### src/rtl/greyscale_loader.sv
// Streams a WIDTH x HEIGHT RGB444 frame from the image memory, converts it to
// greyscale and writes it linearly into the pyramid buffer as level 0.
module greyscale_loader #(
  parameter int WIDTH        = 128,
  parameter int HEIGHT       = 128,
  parameter int BIT_DEPTH    = 8,
  parameter int READ_LATENCY = 2,
  localparam int ADDR_W      = $clog2(WIDTH * HEIGHT)
) (
  input  logic                 clk_100mhz,
  input  logic                 sys_rst,
  input  logic                 start,
  output logic                 busy,
  output logic                 done,
  output logic [ADDR_W-1:0]    src_addr,
  input  logic [11:0]          src_data,
  output logic [ADDR_W-1:0]    dst_addr,
  output logic [BIT_DEPTH-1:0] dst_data,
  output logic                 dst_we
);

  localparam logic [ADDR_W-1:0] LAST_ADDR  = ADDR_W'(WIDTH * HEIGHT - 1);
  localparam logic [2:0]        DRAIN_LAST = 3'(READ_LATENCY + 1);

  typedef enum logic [1:0] {
    IDLE,
    READ,
    DRAIN,
    DONE
  } state_t;

  state_t                   state;
  logic [2:0]               drain_cnt;
  logic [READ_LATENCY-1:0]  pipe_valid;
  logic [ADDR_W-1:0]        pipe_addr [READ_LATENCY];
  logic [7:0]               grey;

  // NOTE: sequential state uses non-blocking assignments so every register
  // samples the pre-edge values of the others, independent of statement order.
  always_ff @(posedge clk_100mhz or posedge sys_rst) begin
    if (sys_rst) begin
      state     <= IDLE;
      busy      <= 1'b0;
      done      <= 1'b0;
      src_addr  <= '0;
      drain_cnt <= '0;
    end else begin
      done <= 1'b0;
      unique case (state)
        IDLE: begin
          src_addr  <= '0;
          drain_cnt <= '0;
          if (start) begin
            state <= READ;
            busy  <= 1'b1;
          end
        end
        READ: begin
          if (src_addr == LAST_ADDR) state <= DRAIN;
          else                       src_addr <= src_addr + ADDR_W'(1);
        end
        // Drain long enough for the last issued address to reach the output stage.
        DRAIN: begin
          if (drain_cnt == DRAIN_LAST) begin
            state <= DONE;
            busy  <= 1'b0;
            done  <= 1'b1;
          end else begin
            drain_cnt <= drain_cnt + 3'd1;
          end
        end
        DONE: state <= IDLE;
        default: state <= IDLE;
      endcase
    end
  end

  // NOTE: the delayed addresses carry no reset; they are only consumed when
  // the matching pipe_valid bit (which is reset) says they are live.
  always_ff @(posedge clk_100mhz) begin
    pipe_addr[0] <= src_addr;
    for (int i = 1; i < READ_LATENCY; i++) pipe_addr[i] <= pipe_addr[i-1];
  end

  // grey = 4r + 8g + 4b, at most 240, so 8 bits never overflow.
  assign grey = {2'b00, src_data[11:8], 2'b00}
              + {1'b0,  src_data[7:4],  3'b000}
              + {2'b00, src_data[3:0],  2'b00};

  always_ff @(posedge clk_100mhz or posedge sys_rst) begin
    if (sys_rst) begin
      pipe_valid <= '0;
      dst_we     <= 1'b0;
      dst_addr   <= '0;
      dst_data   <= '0;
    end else begin
      pipe_valid[0] <= (state == READ);
      for (int i = 1; i < READ_LATENCY; i++) pipe_valid[i] <= pipe_valid[i-1];
      dst_we <= pipe_valid[READ_LATENCY-1];
      if (pipe_valid[READ_LATENCY-1]) begin
        dst_addr <= pipe_addr[READ_LATENCY-1];
        dst_data <= BIT_DEPTH'(grey);
      end
    end
  end

endmodule

### config.mk
export PLATFORM = sky130hd
export DESIGN_NAME = greyscale_loader
export DESIGN_NICKNAME = d
export VERILOG_FILES = /design/src/rtl/greyscale_loader.sv
export SDC_FILE = /design/constraint.sdc
export NUM_CORES = 1
export LEC_CHECK = 0
export ABC_CLOCK_PERIOD_IN_PS = 2000
export BUFFER_PORTS_ARGS = -buffer_cell sky130_fd_sc_hd__buf_2
export CAP_MARGIN = 20
export CORE_ASPECT_RATIO = 2
export CORE_MARGIN = 1.5
export CORE_UTILIZATION = 54
export DETAILED_ROUTE_END_ITERATION = 7
export GPL_ROUTABILITY_DRIVEN = 0
export GPL_TIMING_DRIVEN = 0
export PLACE_DENSITY_LB_ADDON = 0.3
export SLEW_MARGIN = 5
export SYNTH_ARGS = -nofsm -noshare
export SYNTH_HDL_FRONTEND = slang
export SYNTH_SLANG_ARGS = --single-unit
### constraint.sdc
create_clock -name clk_100mhz -period 2 [get_ports clk_100mhz]
set_input_delay 0.4 -clock clk_100mhz [delete_from_list [all_inputs] [get_ports clk_100mhz]]
set_output_delay 0.4 -clock clk_100mhz [all_outputs]
set_load 0.05 [all_outputs]
# Yosys cells after proc, flatten, opt, wreduce, memory -nomap -nowiden
# Memory sizes are Yosys's and may differ from the RTL's. A register that Yosys moved wholly into a read port is not among the register bits.
# Index checks and enable logic that the tools add are counted.
totals:
  register_bits: 32
  mem_bits_rw: 28
  input_bits: 15
  out_inout_bits: 39
  word_cells: 43
  mem_count: 1
mem_list:
  columns: ["memory", "depth", "width", "read_ports", "rd_ports_with_merged_regs", "write_ports", "line_no", "rtl"]
  rows:
  - ["pipe_addr", 2, 14, 2, 1, 2, "35", "logic [ADDR_W-1:0] pipe_addr [READ_LATENCY];"]
classes:
  n_addsub: 4
  n_eq_ne: 10
  muxes: 13
  reduce_logical: 7
op_table:
  columns: ["operator", "count"]
  rows:
  - ["14-bit one-hot mux with 2 select lines", 1]
  - ["14-bit by 1-bit adder with 14-bit output (second input constant)", 1]
  - ["14-bit == test (second input constant)", 1]
  - ["14-bit 2-to-1 mux", 1]
  - ["2-bit inequality test (second input constant)", 5]
  - ["6-bit by 7-bit adder with 8-bit output", 1]
  - ["8-bit by 6-bit adder with 8-bit output", 1]
  - ["2-bit one-hot mux with 4 select lines", 1]
  - ["2-bit 2-to-1 mux", 3]
  - ["3-bit one-hot mux with 2 select lines", 1]
  - ["3-bit AND reduction", 2]
  - ["2-bit == test (second input constant)", 2]
  - ["1-bit 2-to-1 mux", 4]
  - ["2-bit AND reduction", 2]
  - ["2-bit nonzero test", 2]
  - ["3-bit by 1-bit adder with 3-bit output (second input constant)", 1]
  - ["3-bit by 2-bit == test with 1-bit output (second input constant)", 1]
  - ["3-bit 2-to-1 mux", 1]
  - ["2-bit by 1-bit == test with 1-bit output (second input constant)", 1]
  - ["2-bit logical NOT", 1]
  - ["1-bit one-hot mux with 2 select lines", 1]

# Longest topological paths before layout
# Gate-level depths: netlist of the first run.
depth:
  word_depth: 3
  depth_mapped: 10

# Worst setup path after synthesis of the first run
# Ideal clock, no wire load.
synth_path:
  path_kind: "reg-to-reg"
  start: "register src_addr[0]"
  end: "register state[1]"
  arrival_time_ns: 2.032
  setup_slack_ns: -0.157
  stages_incl_launch_ff: 6
  synth_period_minus_slack_ns: 2.157
  cell_sequence: "dfrtp_1 -> ha_1 -> nand4_1 -> o41ai_4 -> nand3_2 -> mux2_4"
synth_via:
  elab_chain_len: 3
synth_lines:
  columns: ["element", "line_no", "rtl"]
  rows:
  - ["start: declaration", "15", "output logic [ADDR_W-1:0] src_addr,"]
  - ["start signal: assignment", "60", "else src_addr <= src_addr + ADDR_W'(1);"]
  - ["14-bit == test", "59", "if (src_addr == LAST_ADDR) state <= DRAIN;"]
  - ["2-bit inequality test (no source line)", null, null]
  - ["3-bit AND reduction (no source line)", null, null]
  - ["end signal: assignment", "59", null]
  - ["end signal: assignment", "65", "state <= DONE;"]
  - ["end signal: assignment", "72", "DONE: state <= IDLE;"]
  - ["end: declaration", "32", "state_t state;"]
# No other way between the ends.
# A chain may end at the register's enable or synchronous reset.

# Worst setup path after layout of the first run
layout_path:
  start: "register state[1]"
  end: "register src_addr[13]"
layout_via:
  elab_chain_len: 3
  elab_cells_between_ends: 6
layout_lines:
  columns: ["element", "line_no", "rtl"]
  rows:
  - ["start signal: assignment", "42", "state <= IDLE;"]
  - ["start signal: assignment", "54", "state <= READ;"]
  - ["start signal: assignment", "59", null]
  - ["2-bit by 1-bit == test with 1-bit output or 2-bit logical NOT (tied branches)", "49", "unique case (state)"]
  - ["2-bit inequality test (no source line) or 2-bit nonzero test (tied branches)", null, null]
  - ["2-bit AND reduction (no source line)", null, null]
# Several ways; a longest one is shown, not always the timed one.

==> results.env, run 1 <==
RUN_STATUS='complete, no violations'
PWR-SHARE-CLK=0.406
CLKSINKCOUNT=72
SLEW-LIMIT-HEADROOM=0.630
REMAINING_DRC_ERRORS=0
CORE_OCCUPANCY_IN_THE_FINISHED_LAYOUT=0.697
FLOORPLAN.DIE.HEIGHT_UM=104
MIN-DELAY-START='pipe_addr[0][3]'
HOLD_PATH_DEPTH=0
MULTI_INPUT_AREA_MM2=0.00103
SETUP_VIOL=0
CRITICAL_PATH.MAX_STAGE_DELAY_PS=400
WORST-ENDPOINT-REQUIRED_PS=2230
CTS_TREE='yes'
ENDPOINT_KIND='register'
SWSHARE=0.242
GRT_FIRST_PASS_WIRELENGTH_UM=8470
SETUP.WORST_PATH.START_CLASS='register'
INITIAL_UTILIZATION=0.566
CLK_LATENCY_PS=340
REG2REG_FROM='state[1]'
WORST-R2R-SETUP-SLACK_PS=70
HOLD_CLASS='reg -> reg'
CTS.HTREE.LEVELS=3
YOSYS_REGISTER_BITS=72
POST_DRT_VIA_CELL_RATIO=5.37
GRT_MAX_DEGREE=37
FP.DIEAREA_MM2=0.00556
ARRIVAL_PS=2160
GRT_USE_TOTAL=0.211
REGISTER_AREA_MM2=0.00166
FP.COREAREA_MM2=0.00486
FINAL_ROUTED_WIRELENGTH_UM=5180
CLOCK-SKEW-FINAL_PS=6.65
AREAGROWTHSYNTHTOFINISH_PCT=23.1
YS_ASYNC_SR_FRACTION=0.611
WORST_PIN_SLEW_PS=556
CRITICAL_PATH_CELL_SEQUENCE='inv_1 -> ha_2 -> buf_6 -> nand4_1 -> buf_4 -> nor3_2 -> and4_1 -> o22ai_1'
MAXIMUM_VDD_DROP_mV=0.606
MAXCAPVIOLCOUNT=0
MAPPED_AVG_CELL_AREA_UM2=12.8
SYNTH_EDF_COUNT=0
YOSYS_WARNINGS=0
DR.FIRST_ITER.DRC_COUNT=22
WORST_R2R_ENDPOINT='src_addr[13]'
POWER-PER-CELL-AREA_mW_PER_MM2=886
ANTENNA_LEFT=0
GR-TOTAL-OVERFLOW=0
FINALWORSTPATHREQUIREDPERIOD_PS=1930
FIN_TNS_SETUP_PS=0
TOP_LEVEL_PORTS=54
NUM-FILL-CELLS=361
N_ANTENNA_CELL=0
SYNTH.YOSYS.SEQ_AREA_SHARE=0.604
POWER.SWITCHING_W=0.000728
CTS_ROOT_BUF='sky130_fd_sc_hd__clkbuf_8'
DP_HPWL_UM=3690
WORSTPATHMAXFANOUT=10
CLOCK_PATH_BUFFERS=2
LAYOUT-DRIVE-GT1-SHARE=0.369
ROUTE.VIAS.TOTAL=1864
DIE_W_UM=53.5
CRITICALPATHCATEGORY='reg -> reg'
SEQ_POWER_SHARE=0.496
PLACE.PORT_BUFFERS=51
TIMING_HOLD_VIOLATIONS_FINAL=0
ROWS=36
CELL_INTERNAL_PWR_W=0.00227
FINAL_DESIGN_AREA_NO_FILL_MM2=0.00339
RELATIVE_CONTRIBUTION_OF_COMBINATIONAL_CELLS_TO_TOTAL_POWER=0.098
PRE_CTS_WS_PS=-185
POSTSYNTHCELLCOUNT=215
FINAL_NET_COUNT=315
PLACED_CELL_AREA_MM2=0.00311
HOLD_PATH_END='pipe_addr[1][3]'
P_LEAK_nW=1.65
FIN_CELLS=347
AVGROUTEDWIREPERCELL_UM=14.9
FINAL_MIN_PERIOD_OVER_CLOCK_PERIOD=0.966
CLK_TRANSITION_REPORTED_PATHS_PS=70
SYNTH.CELL_AREA_MM2=0.00275
POSTLAYOUTSETUPSLACKWORST_PS=68.2
FIRST_PASS_ITERS=4
PLACE_INST=325
GRT_PASS1_VIAS=1928
CLOCK.FMAX_MHz=518
FINAL_MAX_SLEW_VIOL_COUNT=0
ANTENNA_FOUND_INITIAL=0
RR_WORST_DEPTH=8
CRIT_SLOWEST_CELL='sky130_fd_sc_hd__dfrtp_1'
SYNTH_CELL_TYPE_COUNT=43
YS_FLOP_TYPE='sky130_fd_sc_hd__dfrtp_1'
TRITONCTS.NUM_BUFFERS=9
-- critical path: cells and delay by family (launching register included) --
| kind | cells | cell delay (ps) |
|---|---|---|
| DFF | 1 | 400 |
| and+or+nand+nor | 3 | 680 |
| AOI/OAI and AO/OA | 1 | 70 |
| adders and majority gates | 1 | 190 |
| buffers and inverters | 3 | 470 |
-- registers in the layout (all words and copies together), names as in the netlist --
name / count
dst_we: 1
src_addr: 14
drain_cnt: 3
done: 1
pipe_addr: 28
pipe_valid: 2
dst_addr: 14
dst_data: 6
busy: 1
state: 2
-- layout by cell type (no fill, tap or decap), types with 2 or more instances in the layout --
cell type / netlist / layout
sky130_fd_sc_hd__buf_4: 2 / 7
sky130_fd_sc_hd__bufinv_16: 0 / 2
sky130_fd_sc_hd__a21oi_1: 6 / 6
sky130_fd_sc_hd__nand3_1: 7 / 7
sky130_fd_sc_hd__nor3_1: 4 / 3
sky130_fd_sc_hd__ha_1: 11 / 10
sky130_fd_sc_hd__xnor2_1: 2 / 2
sky130_fd_sc_hd__buf_1: 2 / 2
sky130_fd_sc_hd__nand4_1: 5 / 5
sky130_fd_sc_hd__and4_1: 2 / 2
sky130_fd_sc_hd__nor2_1: 6 / 6
sky130_fd_sc_hd__clkbuf_8: 0 / 9
sky130_fd_sc_hd__mux2_2: 18 / 18
sky130_fd_sc_hd__mux2i_1: 5 / 5
sky130_fd_sc_hd__clkbuf_1: 1 / 2
sky130_fd_sc_hd__nand2b_1: 3 / 3
sky130_fd_sc_hd__conb_1: 1 / 2
sky130_fd_sc_hd__fa_1: 4 / 3
sky130_fd_sc_hd__a31oi_1: 2 / 2
sky130_fd_sc_hd__a21o_1: 3 / 3
sky130_fd_sc_hd__o211ai_1: 2 / 2
sky130_fd_sc_hd__inv_1: 13 / 12
sky130_fd_sc_hd__o21ai_0: 7 / 6
sky130_fd_sc_hd__dfrtp_1: 44 / 42
sky130_fd_sc_hd__nand2_1: 18 / 18
sky130_fd_sc_hd__buf_2: 1 / 51
sky130_fd_sc_hd__dfrtp_2: 0 / 2
sky130_fd_sc_hd__dfxtp_1: 28 / 28
-- metal layers --
layer,global-route usage,wire length [um],vias to the layer above
met4,0.106,109,0
met3,0.0704,208,9
met1,0.210,1870,921
met5,0,0,-
li1,-,-,886
met2,0.366,3000,48
-- through the flow --
step	power [W]	hold slack, ps
2_1_floorplan	0.00174	310
3_3_place_gp	0.00180	310
3_5_place_dp	0.00182	312
4_1_cts	0.00303	321
5_1_grt	0.00312	332
6_report	0.00300	321
-- what timing repair did --
action | in CTS | in global routing
gates resized for setup | 0 | 9
hold endpoints to repair | 8 | 0
pin swaps | 1 | 2
hold buffers | 1 | 0
buffers inserted | 1 | 4
setup endpoints to repair | 1 | 14
-- synthesized netlist by cell type (5+ instances only) --
library cell	number	area (um^2)
sky130_fd_sc_hd__a21oi_1	6	30.0
sky130_fd_sc_hd__dfrtp_1	44	1100
sky130_fd_sc_hd__dfxtp_1	28	561
sky130_fd_sc_hd__ha_1	11	138
sky130_fd_sc_hd__inv_1	13	48.8
sky130_fd_sc_hd__mux2_2	18	203
sky130_fd_sc_hd__mux2i_1	5	50.1
sky130_fd_sc_hd__nand2_1	18	67.6
sky130_fd_sc_hd__nand3_1	7	35.0
sky130_fd_sc_hd__nand4_1	5	31.3
sky130_fd_sc_hd__nor2_1	6	22.5
sky130_fd_sc_hd__o21ai_0	7	35.0
-- layout make-up --
class | instances | area share
repair buffers | 58 | 0.0953
well taps | 57 | 0.0210
plain buffers | 6 | 0.0114
clock buffers | 11 | 0.0388
flip-flops and latches | 72 | 0.491
inverters | 13 | 0.0144
multi-input cells | 125 | 0.304
clock inverters | 5 | 0.0240
-- cell families after synthesis --
logic type / Yosys count / synth area share
fa+ha+maj: 15 / 0.0791
xor+xnor: 2 / 0.00637
buf+inv: 19 / 0.0291
compound gates: 27 / 0.0700
other cells: 1 / 0.00136
flops: 72 / 0.604
simple gates: 55 / 0.113
mux: 24 / 0.0973
-- power groups by stage --
| stage | sequential [W] | combinational, W | clock (W) |
|---|---|---|---|
| 2_1_floorplan | 0.00163 | 0.000108 | 0 |
| 3_3_place_gp | 0.00152 | 0.000284 | 0 |
| 3_5_place_dp | 0.00152 | 0.000296 | 0 |
| 4_1_cts | 0.00149 | 0.000298 | 0.00124 |
| 5_1_grt | 0.00149 | 0.000327 | 0.00130 |
| 6_report | 0.00149 | 0.000294 | 0.00122 |
-- how the worst max path moves through the flow --
stage	end	slack, ps	from
2_1_floorplan	state[1]	-4	src_addr[8]
3_3_place_gp	src_addr[0]	-160	sys_rst
3_5_place_dp	dst_data[5]	-180	src_data[1]
4_1_cts	src_addr[10]	20	state[1]
5_1_grt	src_addr[9]	-10	state[1]
6_report	src_addr[13]	70	state[1]
(Power assumes the default switching activity.)
==> inputs of run 2 (changes only) <==
CORE_ASPECT_RATIO = unset   (was 2)
==> run 2 against run 1 <==
  * Core utilization rose by 0.51 points
  * Highest routed layer unchanged
  * Critical endpoint is now src_addr[12]
  * Critical path type unchanged
  * Critical path depth decreased by 1
  * Hold slack improved by 2.2 ps
  * Total power increased by 0.31%
==> results.env, run 2 (synthesis results as in run 1) <==
SEQ_POWER_SHARE=0.495
WORST_R2R_ENDPOINT='src_addr[12]'
WORST_PIN_SLEW_PS=534
CELL_INTERNAL_PWR_W=0.00227
REGISTER_AREA_MM2=0.00166
LAYOUT.CELLS.MOST_COMMON='sky130_fd_sc_hd__buf_2'
LARGEST_REG_FLOPS=28
GRT_FIRST_PASS_WIRELENGTH_UM=7670
N_ANTENNA_CELL=0
LARGEST_REGISTERS='pipe_addr (28), dst_addr (14), src_addr (14)'
FIRST_PASS_ITERS=4
AVGROUTEDWIREPERCELL_UM=13.6
ANTENNA_LEFT=0
FINALWORSTPATHREQUIREDPERIOD_PS=1900
FINAL_NET_COUNT=313
POST_DRT_VIA_CELL_RATIO=5.10
SLEW-LIMIT-HEADROOM=0.644
CRIT_SLOWEST_CELL='sky130_fd_sc_hd__dfrtp_1'
CORE_OCCUPANCY_IN_THE_FINISHED_LAYOUT=0.702
WORST-ENDPOINT-REQUIRED_PS=2210
MAXIMUM_VDD_DROP_mV=0.607
ANTENNA_FOUND_INITIAL=0
INITIAL_UTILIZATION=0.571
LARGEST_REGISTER='pipe_addr'
CTS_ROOT_BUF='sky130_fd_sc_hd__clkbuf_8'
REMAINING_DRC_ERRORS=0
CLK_TRANSITION_REPORTED_PATHS_PS=80
CLK_LATENCY_PS=340
AREAGROWTHSYNTHTOFINISH_PCT=22.8
NUM-FILL-CELLS=359
FP.COREAREA_MM2=0.00482
CRITICAL_PATH.MAX_STAGE_DELAY_PS=400
TRITONCTS.NUM_BUFFERS=9
GRT_PASS1_VIAS=1745
CRITICAL_PATH_CELL_SEQUENCE='inv_1 -> ha_1 -> clkbuf_4 -> nand4_1 -> or3_1 -> o211ai_1 -> o21ai_0'
TOP_LEVEL_PORTS=54
FINAL_ROUTED_WIRELENGTH_UM=4830
PWR-SHARE-CLK=0.408
DR.FIRST_ITER.DRC_COUNT=84
FLOORPLAN.DIE.HEIGHT_UM=74.4
RELATIVE_CONTRIBUTION_OF_COMBINATIONAL_CELLS_TO_TOTAL_POWER=0.097
WORST_HOLD_SLACK_PS=324
WORST-R2R-SETUP-SLACK_PS=100
TIMING_HOLD_VIOLATIONS_FINAL=0
CLOCK_PATH_BUFFERS=2
CLKSINKCOUNT=72
GRT_USE_TOTAL=0.188
GRT_SETUP_UNREPAIRED='no'
DP_HPWL_UM=3310
LAYOUT-DRIVE-GT1-SHARE=0.361
RR_WORST_DEPTH=7
REG2REG_FROM='state[1]'
CTS_TREE='yes'
HOLD_CLASS='reg -> reg'
DIE_W_UM=74.4
FP.DIEAREA_MM2=0.00553
SWSHARE=0.245
PLACE.PORT_BUFFERS=51
CP-ENDPOINT='src_addr[12]'
CRITICALPATHCATEGORY='reg -> reg'
ROUTE.VIAS.TOTAL=1812
POWER-PER-CELL-AREA_mW_PER_MM2=891
CLOCK.FMAX_MHz=526
CRIT_START='state[1]'
FINAL_MAX_SLEW_VIOL_COUNT=0
FINAL_MIN_PERIOD_OVER_CLOCK_PERIOD=0.950
CTS.HTREE.LEVELS=3
CLOCK-SKEW-FINAL_PS=7.14
MAXCAPVIOLCOUNT=0
ROWS=25
P_LEAK_nW=1.64
ENDPOINT_KIND='register'
GR-TOTAL-OVERFLOW=0
WORSTPATHMAXFANOUT=10
SETUP.WORST_PATH.START_CLASS='register'
MULTI_INPUT_AREA_MM2=0.00102
MOST-COMMON-LAYOUT-CELLS='sky130_fd_sc_hd__buf_2, sky130_fd_sc_hd__dfrtp_1, sky130_fd_sc_hd__dfxtp_1, sky130_fd_sc_hd__mux2_2, sky130_fd_sc_hd__nand2_1'
POWER.SWITCHING_W=0.000738
ARRIVAL_PS=2110
RUN_STATUS='complete, no violations'
SETUP_VIOL=0
GRT_MAX_DEGREE=41
## run 2: per-layer routing
metal  global-route usage  share of wire  up-vias
li1                     -              -      885
met4               0.0970          0.021        0
met3               0.0583          0.055        9
met2                0.300           0.48       59
met5                    0              0        -
met1                0.231           0.44      859
## run 2: timing repair
action,in CTS,in global routing
endpoints found under the setup margin,1,7
hold endpoints to repair,4,0
pin swaps,1,0
hold buffers,1,0
setup buffers,1,2
resized for setup,0,2
## run 2: layout make-up
cell class / count / share of cell area
Inverter: 13 / 0.0144
Clock buffer: 9 / 0.0367
Multi-Input combinational cell: 125 / 0.302
Sequential cell: 72 / 0.492
Tap cell: 67 / 0.0248
Timing Repair Buffer: 56 / 0.0911
Buffer: 6 / 0.0100
Clock inverter: 7 / 0.0281
## run 2: per-stage QoR
step	setup WS, ps	power [W]	area (um^2)	setup TNS, ps	cells
4_1_cts	55.4	0.00305	3360	0	353
2_1_floorplan	-4.45	0.00174	2760	-4.45	216
5_1_grt	2.56	0.00312	3380	0	355
3_5_place_dp	-156	0.00181	3120	-483	335
6_report	99.6	0.00301	3380	0	355
3_3_place_gp	-170	0.00180	3100	-2070	334
## run 2: critical path: cells and delay by family, from the launching register on
family / cells / cell delay [ps]
AND/OR/NAND/NOR: 2 / 610
adder cells (fa/ha/maj): 1 / 160
buffers and inverters: 2 / 310
flip-flops: 1 / 400
AO/OA/AOI/OAI: 2 / 300
## run 2: worst min path at each step
| stage | start | to | depth (start not counted) |
|---|---|---|---|
| floorplan | pipe_addr[0][0] | pipe_addr[1][0] | 0 |
| global placement | pipe_addr[0][4] | pipe_addr[1][4] | 0 |
| detailed placement | sys_rst | dst_we | 2 |
| CTS | pipe_addr[0][3] | pipe_addr[1][3] | 0 |
| global route | pipe_addr[0][11] | pipe_addr[1][11] | 0 |
| finish | pipe_addr[0][1] | pipe_addr[1][1] | 0 |
## run 2: power by group through the flow
stage / sequential, W / combinational, W / clock, W
6_report: 0.00149 / 0.000291 / 0.00123
5_1_grt: 0.00149 / 0.000317 / 0.00131
4_1_cts: 0.00149 / 0.000296 / 0.00126
3_5_place_dp: 0.00152 / 0.000292 / 0
3_3_place_gp: 0.00152 / 0.000279 / 0
2_1_floorplan: 0.00163 / 0.000108 / 0
